--- src/rtl/gigatron_core_x.sv ---
// Gigatron-ISA 8-bit core with memory banking, wait-state handshake and a
// debug halt/single-step controller. One instruction per non-stalled cycle.
module gigatron_core_x #(
    parameter int unsigned BANK_BITS = 2,
    parameter logic [15:0] RESET_PC  = 16'h0000
) (
    input  logic                    clock,
    input  logic                    rst_n,
    output logic [15:0]             pc,
    input  logic [15:0]             rom_i,
    output logic [15+BANK_BITS-1:0] addr_r,
    input  logic [7:0]              data_i,
    output logic [15+BANK_BITS-1:0] addr_w,
    output logic [7:0]              data_o,
    output logic                    we,
    input  logic                    mem_ready,
    input  logic [7:0]              inreg,
    output logic [7:0]              out,
    output logic [7:0]              outx,
    output logic [7:0]              ctrl,
    output logic [BANK_BITS-1:0]    bank,
    input  logic                    dbg_halt,
    input  logic                    dbg_step,
    output logic                    halted,
    output logic                    stall
);

    typedef enum logic [1:0] {
        ST_RUN  = 2'd0,
        ST_HALT = 2'd1,
        ST_STEP = 2'd2
    } state_t;

    state_t         state;
    logic [15:0]    ir;
    logic [7:0]     ac;
    logic [7:0]     x;
    logic [7:0]     y;

    logic [2:0]     op;
    logic [2:0]     mode;
    logic [1:0]     bus;
    logic [7:0]     d;
    logic [15:0]    ea;
    logic [BANK_BITS-1:0] hi;
    logic [7:0]     bval;
    logic [7:0]     alu;
    logic           is_store;
    logic           need_read;
    logic           exec;
    logic           cond;
    logic           taken;
    logic [15:0]    pc_next;

    // Decode, operand select, ALU, branch resolution and stall detection
    always_comb begin
        op        = ir[15:13];
        mode      = ir[12:10];
        bus       = ir[9:8];
        d         = ir[7:0];
        ea        = {8'h00, d};
        hi        = '0;
        bval      = d;
        alu       = d;
        cond      = 1'b0;
        taken     = 1'b0;
        is_store  = (op == 3'd6);
        need_read = (bus == 2'd1) && !is_store;

        if (op != 3'd7) begin
            case (mode)
                3'd1:       ea = {8'h00, x};
                3'd2:       ea = {y, d};
                3'd3, 3'd7: ea = {y, x};
                default:    ea = {8'h00, d};
            endcase
        end
        if (ea[15]) hi = bank;
        addr_r = {hi, ea[14:0]};

        case (bus)
            2'd0:    bval = d;
            2'd1:    bval = data_i;
            2'd2:    bval = ac;
            default: bval = inreg;
        endcase

        case (op)
            3'd1:    alu = ac & bval;
            3'd2:    alu = ac | bval;
            3'd3:    alu = ac ^ bval;
            3'd4:    alu = ac + bval;
            3'd5:    alu = ac - bval;
            default: alu = bval;
        endcase

        // Conditions compare ac as a signed value against zero
        case (mode)
            3'd1:    cond = !ac[7] && (ac != 8'h00);
            3'd2:    cond = ac[7];
            3'd3:    cond = (ac != 8'h00);
            3'd4:    cond = (ac == 8'h00);
            3'd5:    cond = !ac[7];
            3'd6:    cond = ac[7] || (ac == 8'h00);
            default: cond = 1'b1;
        endcase
        taken = (op == 3'd7) && cond;

        pc_next = pc + 16'd1;
        if (taken) pc_next = {(mode == 3'd0) ? y : pc[15:8], bval};

        stall = (need_read || we) && !mem_ready;
        exec  = (state != ST_HALT) && !stall;
    end

    assign halted = (state == ST_HALT);

    // Architectural state, write port and debug FSM
    always_ff @(posedge clock) begin
        if (!rst_n) begin
            state  <= ST_RUN;
            pc     <= RESET_PC;
            ir     <= 16'h0200;
            ac     <= 8'h00;
            x      <= 8'h00;
            y      <= 8'h00;
            out    <= 8'h00;
            outx   <= 8'h00;
            ctrl   <= 8'h00;
            bank   <= '0;
            we     <= 1'b0;
            addr_w <= '0;
            data_o <= 8'h00;
        end else begin
            if (we && mem_ready) we <= 1'b0;

            case (state)
                ST_RUN:  if (exec && dbg_halt) state <= ST_HALT;
                ST_HALT: if (dbg_step) state <= ST_STEP;
                ST_STEP: if (exec) state <= dbg_halt ? ST_HALT : ST_RUN;
                default: state <= ST_RUN;
            endcase

            if (exec) begin
                pc <= pc_next;
                ir <= rom_i;
                if (op <= 3'd5) begin
                    case (mode)
                        3'd4: x <= alu;
                        3'd5: y <= alu;
                        3'd6, 3'd7: begin
                            out <= alu;
                            if (!out[6] && alu[6]) outx <= ac;
                            if (mode == 3'd7 && bus == 2'd1) x <= x + 8'd1;
                        end
                        default: ac <= alu;
                    endcase
                end else if (is_store) begin
                    if (bus != 2'd1) begin
                        we     <= 1'b1;
                        addr_w <= addr_r;
                        data_o <= bval;
                        case (mode)
                            3'd4:    x <= bval;
                            3'd5:    y <= bval;
                            3'd7:    x <= x + 8'd1;
                            default: ;
                        endcase
                    end else if (!d[1]) begin
                        ctrl <= d;
                    end else begin
                        bank <= ac[BANK_BITS-1:0];
                    end
                end
            end
        end
    end

endmodule

--- config.mk ---
export PLATFORM = sky130hd
export DESIGN_NAME = gigatron_core_x
export DESIGN_NICKNAME = d
export VERILOG_FILES = /design/src/rtl/gigatron_core_x.sv
export SDC_FILE = /design/constraint.sdc
export NUM_CORES = 1
export LEC_CHECK = 0
export BUFFER_PORTS_ARGS = -buffer_cell sky130_fd_sc_hd__buf_2
export CAP_MARGIN = 10
export CORE_MARGIN = 2
export CORE_UTILIZATION = 56
export CTS_CLUSTER_DIAMETER = 100
export CTS_CLUSTER_SIZE = 16
export DETAILED_ROUTE_END_ITERATION = 10
export PLACE_DENSITY = 0.9
export SYNTH_ARGS = -nofsm -noshare
export SYNTH_HDL_FRONTEND = slang
export SYNTH_SLANG_ARGS = --single-unit
export TNS_END_PERCENT = 100
--- constraint.sdc ---
create_clock -name clock -period 4.6 [get_ports clock]
set_input_delay 0.92 -clock clock [delete_from_list [all_inputs] [get_ports clock]]
set_output_delay 0.92 -clock clock [all_outputs]
set_load 0.005 [all_outputs]
# Yosys cells after proc, flatten, opt, wreduce, memory -nomap -nowiden
# Index checks and enable logic that the tools add are counted.
[word_totals] mem_bits_rw=0 n_memories=0 regBits=109 latchBits=0 mem_bits_ro=0
[op_classes] eq_ne=27 n_shift=0 n_lt_le_gt_ge=1 reduce_logical=37 n_mul=0 div_mod_pow=0 n_mux=29 bitwise_logic=7 n_addsub=4
[ops] cell="8-bit two-way mux" n=10
[ops] cell="16-bit case mux with 3 select lines" n=1
[ops] cell="8-bit case mux with 5 select lines" n=1
[ops] cell="16-bit two-way mux" n=2
[ops] cell="8-bit case mux with 2 select lines" n=2
[ops] cell="3-bit equality test, second input constant" n=8
[ops] cell="8-bit case mux with 3 select lines" n=1
[ops] cell="16-bit by 1-bit adder with 16-bit output, second input constant" n=1
[ops] cell="3-bit by 2-bit equality test with 1-bit output, second input constant" n=4
[ops] cell="4-bit AND reduction" n=3
[ops] cell="5-bit AND reduction" n=2
[ops] cell="1-bit logical AND" n=9
[ops] cell="3-bit AND reduction" n=3
[ops] cell="8-bit by 1-bit adder with 8-bit output, second input constant" n=1
[ops] cell="8-bit adder" n=1
[ops] cell="8-bit AND" n=1
[ops] cell="8-bit zero test" n=1
[ops] cell="2-bit two-way mux" n=4
[ops] cell="8-bit OR" n=1
[ops] cell="8-bit nonzero test" n=1
[ops] cell="8-bit subtractor" n=1
[ops] cell="8-bit bitwise XOR" n=1
[ops] cell="3-bit by 1-bit equality test with 1-bit output, second input constant" n=2
[ops] cell="1-bit two-way mux" n=6
[ops] cell="other kinds (20)" n=38

# Depth between registers and ports, before layout
[depth] depth_word=10 mapped_depth=14 ltp_nobuf=12

# Worst setup path after synthesis
# Ideal clock, no wire load.
[synth_timing] path_kind="input-to-reg" start="in inreg[1]" end="reg outx[0]" arrival_ns=4.096 n_path_buf=1 slack_ns=0.432 setup_time_ns=0.072 path_stages=13 cell_sequence="mux4_2 clkbuf_1 inv_1 ha_1 nor2_1 xnor2_1 ha_1 a21o_1 a21o_1 a2111oi_2 a2111oi_4 nor4_4 mux2i_1"
[synth_via] elab_chain_cells=5
[synth_lines] element="start: declaration" line="17" source="input logic [7:0] inreg,"
[synth_lines] element="8-bit case mux with 3 select lines (*)" line="81" source="case (bus)"
[synth_lines] element="via bval[1]" line="46" source="logic [7:0] bval;"
[synth_lines] element="8-bit subtractor / 8-bit adder (equally long branches)" line="93, 92"
[synth_lines] element="8-bit case mux with 5 select lines (*)" line="88" source="case (op)"
[synth_lines] element="1-bit logical AND (*)" line="153" source="if (!out[6] && alu[6]) outx <= ac;"
[synth_lines] element="4-bit AND reduction (no source line) (*)"
[synth_lines] element="end signal: assignment" line="128" source="outx <= 8'h00;"
[synth_lines] element="end signal: assignment" line="153"
[synth_lines] element="end: declaration" line="19" source="output logic [7:0] outx,"
# Mark *: on every way through the listed nets, which the timed path passes. The rest lies on a longest branch.
# A chain may end at the register's enable or synchronous reset.

# Worst setup path in the final report
[layout_timing] start="reg ir[8]" end="reg outx[5]"
[layout_via] elab_chain_cells=7
[layout_lines] element="start: declaration" line="35" source="logic [15:0] ir;"
[layout_lines] element="start signal: assignment" line="146" source="ir <= rom_i;"
[layout_lines] element="parallel branches: the longest is 6 deep, another holds 8-bit subtractor"
[layout_lines] element="4-bit AND reduction (no source line) (*)"
# Mark *: on every way between the ends.

==> metrics.yaml <==
drv_slew: 0
skew_ns: 0.00623
power.leakage_nw: 3.23
worst_slew_pin_slew_ns: 0.989
synthMuxAreaShare_pct: 11.4
syn_to_final_growth_pct: 16.7
slowest_stage: "mux4_2"
path_common_cell: "buf_4"
cts_tree: "done"
synthSimpleGateAreaFrac_pct: 22.6
critPathBufInv: 2
synth-xor-area-share_pct: 2.43
setup-tns-final_ns: 0
grt_overflow: 0
antenna_found_initial: 0
synth_cells: 775
combPwrFrac_pct: 31.7
async_flop_share_pct: 0
synth_compound_area_share_pct: 18.4
yosys-top-cells-area: "dfxtp_1 34%, nand2_1 8.1%, a21oi_1 5.5%"
clk_latency_ns: 0.35
busiest_layer: "met2"
final-hold-violation-count: 0
synth_cell_types: 74
worstPathRequired_ns: 4.88
synthDominantCellAreaShare_pct: 34.4
ant_nets: 0
clk_pin_slew_ns: 0.08
cts_buffers: 9
path_delay_family: "multiplexers"
die_area_mm2: 0.0122
cts_buffer_depth: 2
yosysMostFrequentCell: "nand2_1"
synth_edf_count: 0
wl_um: 20100
cp_slowest_stage_delay_ns: 0.70
multi_input_area_mm2: 0.00384
rows: 38
vdd_drop_max_mv: 0.294
p_switching_uw: 984
viasPerCell: 6.37
die_y_um: 110
synth.cell_area_mm2: 0.00634
drt_first_pass_iters: 6
ys_seq_area_share_pct: 34.4
seq_area_mm2: 0.00218
clock_sinks: 109
numPortBuffers: 122
maxSlewHeadroom_pct: 34.1
core_mm2: 0.0109
status: "finished, final reports clean"
grtUsageMet2_pct: 52.8
grt_max_degree: 53
ys_warn_count: 0
setup_viol: 0
post_cts.repair.setup_buffers: 0
crit_fanout: 9
synth.avg_cell_area_um2: 8.18
wire_per_inst_um: 19.5
critPathKind: "reg2reg"
pwr_density_cell_mw_per_mm2: 371
cts_resized: 0
yosys.area_share.adder_pct: 5.45
grt_pass1_vias: 5949
ys_top_cells_by_count: "137 x nand2_1, 109 x dfxtp_1, 70 x a21oi_1"
fmax_ghz: 0.251
use_met3_pct: 8.64
synthFlopType: "dfxtp_1"
p_int_mw: 1.76
htree_num_levels: 3
initial_core_util_pct: 58.0
nFillCells: 893
num-nets-final: 945
rsz0062_at_grt: "no"
route.detailed.drc: 0
dp_hpwl_um: 14200
dr.first_iter.drc_count: 878
track_usage_pct: 33.0
synth_top_family_by_area: "simple AND/OR/NAND/NOR gates"
arrival_ns: 4.26
cts_hold_buf: 0
cts-root-buf: "clkbuf_16"
timing.hold.ws_ns: 0.455
drv_cap: 0
pin_count: 124
final_area_mm2: 0.00739
seqPwrFrac_pct: 38.3
grt_pass1_wl_um: 30800
die_x_um: 110
fin_crit_sh_pct: 86.6
drive_gt1_share_pct: 22.8
netSwitchingFraction_pct: 35.8
synth_nets: 839
ys_seq_elements: 109
hold_path.class: "reg2reg"
dp_slack_ns: 0.336
grt_util_met1_pct: 41.7
vias: 6546
min_period_ns: 3.98
gp_congestion: 0.985
yosysTopAreaCell: "dfxtp_1"
detailed_place.area_mm2: 0.00708
final.setup.worst_slack_ns: 0.618
p_total_mw: 2.75
setup.worst_path.end_class: "flip-flop"
cp-start-kind: "flip-flop"
crit_chain: "buf_4 > mux4_2 > nor3_2 > a21oi_1 > xnor2_1 > ha_1 > nand2b_1 > a2111oi_2 > a2111oi_4 > nor4_4 > buf_4 > mux2i_1"
clkPwrFrac_pct: 30.0
==> power by group through the flow <==
| stage | logic [mW] | clock network, mW | registers (mW) |
|---|---|---|---|
| detailed placement | 0.829 | 0 | 1.07 |
| floorplan | 0.598 | 0 | 1.04 |
| finish | 0.871 | 0.823 | 1.05 |
| global route | 0.940 | 0.858 | 1.05 |
| global placement | 0.804 | 0 | 1.07 |
| CTS | 0.841 | 0.820 | 1.05 |
==> path summary, 6_finish.rpt <==
kind | startpoint | end | slack [ns] | cells past startpoint
setup / recovery | ir[8]$_SDFFE_PN0P_ | outx[5]$_SDFFE_PN0P_ | 0.62 | 12
hold / removal | data_o[4]$_SDFFE_PN0P_ | data_o[4]$_SDFFE_PN0P_ | 0.45 | 2
setup reg to reg | ir[8]$_SDFFE_PN0P_ | outx[5]$_SDFFE_PN0P_ | 0.62 | 12
hold reg to reg | data_o[4]$_SDFFE_PN0P_ | data_o[4]$_SDFFE_PN0P_ | 0.45 | 2
==> cells by family after synthesis <==
kind of cell,after synthesis
adders and majority gates,27
xor gates and xnor gates,16
muxes,57
AOI/OAI and AO/OA,177
buffers and inverters,79
other,1
and+or+nand+nor,309
DFF,109
==> worst min-delay path, cell delays in order, from the launching register on <==
cell	delay [ns]
dfxtp_1	0.31
nand2_1	0.05
a21oi_1	0.05
==> layer usage <==
layer	share of wire, %	up-vias
li1	-	2937
met1	37	3044
met3	11	109
met2	46	456
met5	0	-
met4	5.6	0
==> state kept, by name, indices dropped and copies added, names as in the netlist <==
| signal | count |
|---|---|
| addr_w | 17 |
| outx | 8 |
| ir | 16 |
| bank | 2 |
| y | 8 |
| ctrl | 7 |
| state | 2 |
| ac | 8 |
| data_o | 8 |
| we | 1 |
| out | 8 |
| pc | 16 |
| x | 8 |
==> area by class of cell <==
type,instances,area share [%]
multi-input cells,587,52.0
flip-flops and latches,109,29.5
inverters,31,1.57
well taps,140,2.37
clock buffers,9,3.05
repair buffers,143,10.4
clock inverters,7,1.12
diodes,1,0.0338
==> cells in the final DEF (no fill, tap or decap), drive strengths merged, types with 3 or more instances in the layout <==
| cell type | synthesis | routed |
|---|---|---|
| or3 | 8 | 8 |
| ha | 26 | 26 |
| dfxtp | 109 | 109 |
| a311oi | 3 | 3 |
| a21oi | 70 | 70 |
| a22oi | 7 | 7 |
| nor2b | 8 | 8 |
| o21ai | 24 | 24 |
| a211oi | 11 | 11 |
| o211ai | 6 | 6 |
| o22ai | 12 | 12 |
| and2 | 11 | 11 |
| clkbuf | 29 | 9 |
| a21o | 4 | 4 |
| o211a | 3 | 3 |
| inv | 31 | 34 |
| xor2 | 5 | 5 |
| xnor2 | 10 | 10 |
| buf | 19 | 143 |
| nor2 | 69 | 69 |
| nand2b | 9 | 9 |
| mux4 | 11 | 11 |
| nor3 | 21 | 21 |
| mux2i | 34 | 34 |
| nand3 | 21 | 21 |
| nor4 | 5 | 5 |
| nand2 | 137 | 137 |
| o31ai | 4 | 4 |
| mux2 | 12 | 12 |
| o21a | 6 | 6 |
| a31oi | 6 | 6 |
| and3 | 7 | 7 |
==> per-stage QoR <==
step / utilization (%) / std cells
5_1_grt: 67.6 / 1026
3_5_place_dp: 64.7 / 1009
2_1_floorplan: - / 775
6_report: 67.6 / 1027
3_3_place_gp: 64.7 / 1009
4_1_cts: 67.5 / 1025
(Power assumes the default switching activity.)
